<file path="src/rtl/dac_sample_arbiter.sv">
// Paced two-requester sample scheduler feeding a single DAC input.
// A programmable divider defines update slots; in each slot at most one
// requester sample is accepted via valid/ready and registered onto dac_d.
module dac_sample_arbiter #(
    parameter int               WIDTH      = 10,
    parameter int               DIV_W      = 8,
    parameter logic [WIDTH-1:0] RESET_CODE = 10'h200
) (
    input  logic             CLK,
    input  logic             reset,
    input  logic             enable,
    input  logic [DIV_W-1:0] div,
    input  logic             mode,
    input  logic             req0_valid,
    input  logic [WIDTH-1:0] req0_data,
    output logic             req0_ready,
    input  logic             req1_valid,
    input  logic [WIDTH-1:0] req1_data,
    output logic             req1_ready,
    output logic [WIDTH-1:0] dac_d,
    output logic             dac_upd,
    output logic             grant_id,
    output logic [7:0]       underrun_cnt
);

    logic [DIV_W-1:0] cnt_q, cnt_d;
    logic             last_grant_q, last_grant_d;
    logic [WIDTH-1:0] dac_d_q, dac_d_d;
    logic             dac_upd_q, dac_upd_d;
    logic             grant_id_q, grant_id_d;
    logic [7:0]       underrun_q, underrun_d;

    logic slot;
    logic win0;
    logic win1;
    logic xfer;

    // Slot detection and arbitration; div is compared live against the counter.
    always_comb begin
        slot = enable && (cnt_q >= div);
        win0 = 1'b0;
        win1 = 1'b0;
        if (req0_valid && req1_valid) begin
            // Fixed priority favours requester 0; round-robin favours whoever did not go last.
            if (mode || last_grant_q) begin
                win0 = 1'b1;
            end else begin
                win1 = 1'b1;
            end
        end else begin
            win0 = req0_valid;
            win1 = req1_valid;
        end
    end

    // Ready only inside a slot and never while reset is asserted.
    assign req0_ready = reset & slot & win0;
    assign req1_ready = reset & slot & win1;
    assign xfer       = req0_ready | req1_ready;

    // Next-state for slot counter, DAC register, grant tracking and underrun count.
    always_comb begin
        cnt_d        = cnt_q;
        last_grant_d = last_grant_q;
        dac_d_d      = dac_d_q;
        dac_upd_d    = 1'b0;
        grant_id_d   = grant_id_q;
        underrun_d   = underrun_q;

        if (!enable || slot) begin
            cnt_d = '0;
        end else begin
            cnt_d = cnt_q + 1'b1;
        end

        if (xfer) begin
            dac_d_d      = win1 ? req1_data : req0_data;
            dac_upd_d    = 1'b1;
            grant_id_d   = win1;
            last_grant_d = win1;
        end else if (slot && (underrun_q != 8'hFF)) begin
            underrun_d = underrun_q + 8'd1;
        end
    end

    // State registers with synchronous active-low reset; last_grant starts at 1 so requester 0 wins the first conflict.
    always_ff @(posedge CLK) begin
        if (!reset) begin
            cnt_q        <= '0;
            last_grant_q <= 1'b1;
            dac_d_q      <= RESET_CODE;
            dac_upd_q    <= 1'b0;
            grant_id_q   <= 1'b0;
            underrun_q   <= 8'd0;
        end else begin
            cnt_q        <= cnt_d;
            last_grant_q <= last_grant_d;
            dac_d_q      <= dac_d_d;
            dac_upd_q    <= dac_upd_d;
            grant_id_q   <= grant_id_d;
            underrun_q   <= underrun_d;
        end
    end

    assign dac_d        = dac_d_q;
    assign dac_upd      = dac_upd_q;
    assign grant_id     = grant_id_q;
    assign underrun_cnt = underrun_q;

endmodule

</file>
<file path="config.mk">
export PLATFORM = sky130hd
export DESIGN_NAME = dac_sample_arbiter
export DESIGN_NICKNAME = d
export VERILOG_FILES = /design/src/rtl/dac_sample_arbiter.sv
export SDC_FILE = /design/constraint.sdc
export NUM_CORES = 1
export LEC_CHECK = 0
export CAP_MARGIN = 20
export CORE_MARGIN = 2
export CORE_UTILIZATION = 30
export DETAILED_ROUTE_END_ITERATION = 10
export GPL_TIMING_DRIVEN = 1
export SLEW_MARGIN = 10
export SYNTH_ARGS = -nofsm -noshare
export SYNTH_HDL_FRONTEND = slang
export SYNTH_SLANG_ARGS = --single-unit
</file>
<file path="constraint.sdc">
create_clock -name CLK -period 2.9 [get_ports CLK]
set_clock_uncertainty 0.1 [all_clocks]
set_input_delay 0.725 -clock CLK [delete_from_list [all_inputs] [get_ports CLK]]
set_output_delay 0.725 -clock CLK [all_outputs]
set_load 0.03 [all_outputs]
</file>
==> metrics.txt, run 1 <==
status=finished with violations; failing checks=negative setup slack; clk buf depth=2; LEAKAGE=0.9680 nW; RSZ-0062 raised after global routing=yes; Detailed Route WL=4.103 mm; number of nets with antenna violations after routing=0; die width=75.92 µm; Reg clk slew, reported paths=0.06 ns; Crit path largest cell delay=0.44 ns; Mapped Area=1551 µm²; Required @ worst endpoint=2.08 ns; synth top area cells=dfxtp_1 37%, ha_1 8.1%, nand3_1 6.8%; Die H=75.92 µm; fin crit share=1.007; total CTS buffers=5; Synth Area per Inst=8.209 µm²; Fmax=342.3 MHz; drt first pass iters=4; port bufs=55; drt first-iter violations=75; Syn Inst Count=189; CTS tree=yes; Max H-tree Level=2; GPL Wtd Cong=0.7631; largest net degree at the start of global routing=14; initial antenna violation count=0; syn nets=233; crit path DAT=2.10 ns; Critical Path Sink Type=output pin; pre-CTS setup slack=-0.6168 ns; Slew Viols, Final=0; CP max-delay cell=o311ai_4; crit-path leading delay family=compound AO/OA/AOI/OAI gates; # rows=26; VDD IR max=213.6 µV; Remaining Overflow, GRT=0; crit-path cells=buf_6 -> inv_4 -> ha_4 -> nand4_1 -> o311ai_4 -> nand3_4 -> nor2_4 -> buf_6; Final setup viols=2; worst-path fanout max=3; FF-to-FF setup slack=0.52 ns; # diodes=0; DR WL/cell=12.43 µm; yosys warns=0; total die area=5763 µm²; Setup WS post-layout=-0.02112 ns; Startpoint Class=input port; clock sink total=29; most frequent cells in the layout=45 x clkdlybuf4s50_1, 29 x dfxtp_1, 25 x nand2_1, 20 x nand3_1, 17 x buf_4; first-pass GRT wire length=6.927 mm; measured slew at the worst slew-check pin=0.3896 ns; Core ar.=5042 µm²; fillers=498; sequential-to-total area share from yosys stat=0.3742; FF+latch count, synth=29; crit path kind=input port to output pin; overall power=955.5 µW; dpl hpwl=3.012 mm; leading cell type in the layout, fill and taps excluded=clkdlybuf4s50_1; Hold-fix buffers, CTS=0; relative slew slack=0.7366; pwr dens=376.6 nW/µm²; placed cell area=2257 µm²; Tot GR Track Use=0.1470; Synth top area share=0.3742; share of layout cells above drive strength 1=0.2115; routed vias/inst=4.894; io pins=56; root buffer cell=clkbuf_8; Max-Cap Viols=0; Residual DRC=0; min Tclk post-route=2.921 ns; most used cell, CP=buf_6; initial core utilization=0.3077; number of hold violations in the final report=0; Area Growth Syn to Fin=63.55%; cell taking the most area after synthesis=dfxtp_1; Design Area, Final=2537 µm²; NumNets Final=303; Final TNS setup=-0.04002 ns; Buf/Inv on CP=3; Hold Path Class=register to register; number of global-route vias before repair=1528; Yosys cell types=33; Skew-Pair Late Insertion Delay=0.28 ns; DR vias=1615
==> kinds of logic after synthesis <==
kind of cell | after synthesis | synth area share
AND/OR/NAND/NOR | 83 | 0.2573
AO/OA/AOI/OAI | 34 | 0.1573
flip-flops | 29 | 0.3742
buffers and inverters | 21 | 0.05806
adder cells (fa/ha/maj) | 10 | 0.08065
XOR/XNOR | 6 | 0.03387
multiplexers | 6 | 0.03871
==> synth_stat cells <==
cell type and instances:
buf_6 1, a311oi_1 9, nand4_1 2, and2_1 1, or4_1 2, a31oi_1 1, dfxtp_1 29, mux2i_1 6
nand2_1 25, o22ai_1 1, o21ai_0 2, o32a_1 1, o311ai_0 2, xnor2_1 1, nand3_1 21, and3_1 4
nor3_2 1, a21oi_1 11, clkbuf_1 5, o311a_2 1, o31ai_1 2, nor4b_1 2, a211o_1 3, o211ai_1 1
nor2_1 16, buf_2 3, inv_1 11, nor4_1 1, nand2b_1 6, inv_2 1, ha_1 10, xor2_1 5
nor3_1 2
==> layout make-up <==
type	count	area [µm²]	share of cell area
clock buffers	7	86.33	0.03402
clock inverters	1	30.03	0.01183
inverters	12	52.55	0.02071
multi-input cells	139	1026	0.4043
flip-flops and latches	29	580.6	0.2288
well taps	70	87.58	0.03452
repair buffers	72	674.4	0.2658
==> report_power, final <==
part | switching, mW | leakage [nW] | internal (mW) | total, mW
clock | 0.150 | 0.0585 | 0.280 | 0.430
sequential | 0.00257 | 0.234 | 0.400 | 0.403
combinational | 0.0543 | 0.676 | 0.0687 | 0.123
==> path summary, 6_finish.rpt <==
path / startpoint / to / depth (start not counted)
max: div[7] / req1_ready / 8
min: grant_id / grant_id / 2
max reg2reg: cnt_q[0] / underrun_cnt[7] / 8
min reg2reg: grant_id / grant_id / 2
==> flip-flops by register name, indices dropped and copies added (netlist names) <==
| name | flops |
|---|---|
| dac_d | 10 |
| dac_upd | 1 |
| last_grant_q | 1 |
| cnt_q | 8 |
| grant_id | 1 |
| underrun_cnt | 8 |
==> through the flow <==
| stage | hold slack (ns) | utilization | cells |
|---|---|---|---|
| 3_5_place_dp | 0.3658 | 0.4476 | 318 |
| 3_3_place_gp | 0.3783 | 0.4476 | 318 |
| 5_1_grt | 0.4139 | 0.5032 | 330 |
| 4_1_cts | 0.3751 | 0.4931 | 328 |
| 2_1_floorplan | 0.3489 | - | 189 |
| 6_report | 0.3741 | 0.5032 | 330 |
==> metal layers <==
| metal | GRT usage | vias to the layer above | part of all wire |
|---|---|---|---|
| met3 | 0.02857 | 11 | 0.035 |
| met4 | 0.07455 | 0 | 0.029 |
| li1 | - | 822 | - |
| met2 | 0.2438 | 31 | 0.50 |
| met5 | 0 | - | 0 |
| met1 | 0.1817 | 751 | 0.44 |
==> tightest hold or removal path, delay by kind of cell (launching register included) <==
kind | cells | cell delay [ns]
compound gates | 1 | 0.06
simple gates | 1 | 0.05
flops | 1 | 0.31
==> what timing repair did <==
| item | 4_1_cts | 5_1_grt |
|---|---|---|
| resized for setup | 44 | 10 |
| setup buffers | 2 | 2 |
| hold endpoints to repair | 0 | 0 |
| endpoints found under the setup margin | 2 | 2 |
| cloned | 0 | 0 |
| pin swaps | 13 | 9 |
Note: power is estimated with default switching activity, not from simulation.
==> inputs of run 2 (changes only) <==
--- a/config.mk
+++ b/config.mk
@@ -9,6 +9,7 @@
 export CORE_MARGIN = 2
 export CORE_UTILIZATION = 30
 export DETAILED_ROUTE_END_ITERATION = 10
+export GPL_ROUTABILITY_DRIVEN = 0
 export GPL_TIMING_DRIVEN = 1
 export SLEW_MARGIN = 10
 export SYNTH_ARGS = -nofsm -noshare
==> constraint.sdc (replaced) <==
create_clock -name CLK -period 2.8 [get_ports CLK]
set_clock_uncertainty 0.1 [all_clocks]
set_input_delay 0.7 -clock CLK [delete_from_list [all_inputs] [get_ports CLK]]
set_output_delay 0.7 -clock CLK [all_outputs]
set_load 0.03 [all_outputs]
==> metrics.txt, run 2 (synthesized netlist as in run 1, its figures left out) <==
status=finished with violations; failing checks=negative setup slack; met2 usage=0.2625 (+0.01875); crit-path cells=buf_6 -> inv_2 -> ha_4 -> nand4_1 -> o311ai_4 -> nand3_4 -> nor2_4 -> buf_6; measured slew at the worst slew-check pin=0.3908 ns (+0.001188 ns); Post-Layout Cell Count=329 (-0.30%); clk buf depth=2 (unchanged); number of nets with antenna violations after routing=0 (unchanged); Skew-Pair Late Insertion Delay=0.28 ns (about the same); most frequent cells in the layout=45 x clkdlybuf4s50_1, 28 x dfxtp_1, 25 x nand2_1, 20 x nand3_1, 16 x buf_4; fin crit share=1.022; Slew Viols, Final=0 (unchanged); CP max-delay cell=o311ai_4; most used cell, CP=buf_6; root buffer cell=clkbuf_8; io pins=56 (unchanged); Startpoint Class=input port; total die area=5763 µm² (unchanged); dpl cells=318 (unchanged); largest net degree at the start of global routing=15 (+1); max reg flops=10 (unchanged); crit path DAT=2.06 ns (-0.04 ns); number of global-route vias before repair=1547 (+1.2%); CTS tree=yes; Max H-tree Level=2 (unchanged); worst-path fanout max=3 (unchanged); GR Layer Usage met3=0.02619 (-0.002381); clock sink total=29 (unchanged); share of layout cells above drive strength 1=0.2201 (+0.008539); Crit path largest cell delay=0.43 ns (about the same); Die H=75.92 µm (unchanged); gr busiest metal=met2; NumNets Final=303 (unchanged); RSZ-0062 raised after global routing=yes; Util after Layout=0.4998 (-0.003474); relative slew slack=0.7358 (-0.0008040); drt first pass iters=4 (unchanged); first-pass GRT wire length=7.058 mm (+1.9%); DR vias=1568 (-2.9%); Hold Path Class=register to register; # diodes=0 (unchanged); dpl hpwl=2.976 mm (-1.2%); met1 usage in global routing=0.1785 (-0.003218); Setup WS post-layout=-0.06137 ns (-0.04025 ns); pwr dens=350.9 nW/µm² (-6.8%); Area Growth Syn to Fin=62.42%; LEAKAGE=0.9558 nW (-1.3%); die width=75.92 µm (unchanged); initial antenna violation count=0 (unchanged); initial core utilization=0.3077 (unchanged); drt first-iter violations=40 (-47%); Tot GR Track Use=0.1509 (+0.003950); Residual DRC=0 (unchanged); Reg clk slew, reported paths=0.06 ns (about the same); # rows=26 (unchanged); port bufs=55 (unchanged); pre-CTS setup slack=-0.6646 ns (-0.04776 ns); Fmax=349.5 MHz; min Tclk post-route=2.861 ns; DR WL/cell=12.75 µm (+2.5%); VDD IR max=191.7 µV (-10%); total CTS buffers=5 (unchanged); Final setup viols=2 (unchanged); Core ar.=5042 µm² (unchanged); crit path kind=input port to output pin; Remaining Overflow, GRT=0 (unchanged); routed vias/inst=4.766 (-2.6%); Max-Cap Viols=0 (unchanged); Required @ worst endpoint=2.00 ns (-0.08 ns); leading cell type in the layout, fill and taps excluded=clkdlybuf4s50_1; number of hold violations in the final report=0 (unchanged); Detailed Route WL=4.194 mm (+2.2%); Critical Path Sink Type=output pin
## run 2: worst max-delay path, delay by kind of cell
| family | cells | cell delay (ns) |
|---|---|---|
| compound gates | 1 | 0.43 |
| simple gates | 3 | 0.44 |
| buf+inv | 3 | 0.23 |
| fa+ha+maj | 1 | 0.25 |
## run 2: per-stage QoR
step	setup TNS, ns	hold WS [ns]	total power [mW]	area (µm²)
2_1_floorplan	0	0.3489	0.4675	1572
3_3_place_gp	-5.359	0.3804	0.5344	2270
3_5_place_dp	-6.231	0.3717	0.5346	2270
4_1_cts	-0.1650	0.3666	0.8937	2469
5_1_grt	-0.2724	0.3974	0.9212	2520
6_report	-0.1177	0.3600	0.8842	2520
## run 2: timing repair
item / in CTS / in global routing
pin swaps: 15 / 9
hold buffers: 0 / 0
resized for setup: 47 / 8
endpoints found under the setup margin: 12 / 2
endpoints found under the hold margin: 0 / 0
setup buffers: 3 / 1
## run 2: power breakdown
group | internal (mW) | switching, mW
Combinational | 0.0690 | 0.0550
Clock | 0.194 | 0.148
Sequential | 0.415 | 0.00259
## run 2: worst paths after layout
kind,start,end,slack (ns),cells after the start
setup / recovery,div[7],req0_ready,-0.06,8
hold / removal,cnt_q[0],cnt_q[0],0.36,1
setup reg to reg,cnt_q[6],underrun_cnt[7],0.48,6
hold reg to reg,cnt_q[0],cnt_q[0],0.36,1
## run 2: cell type report
class / count / area (µm²)
Inverter: 12 / 47.55
Timing Repair Buffer: 72 / 688.2
Fill cell: 511 / 2522
Clock buffer: 7 / 86.33
Tap cell: 70 / 87.58
Sequential cell: 29 / 581.8
Multi-Input combinational cell: 139 / 1028
## run 2: metal layers
metal	share of wire	vias to the layer above
met5	0	-
met4	0.021	0
met3	0.034	8
met2	0.49	26
met1	0.45	715
li1	-	819
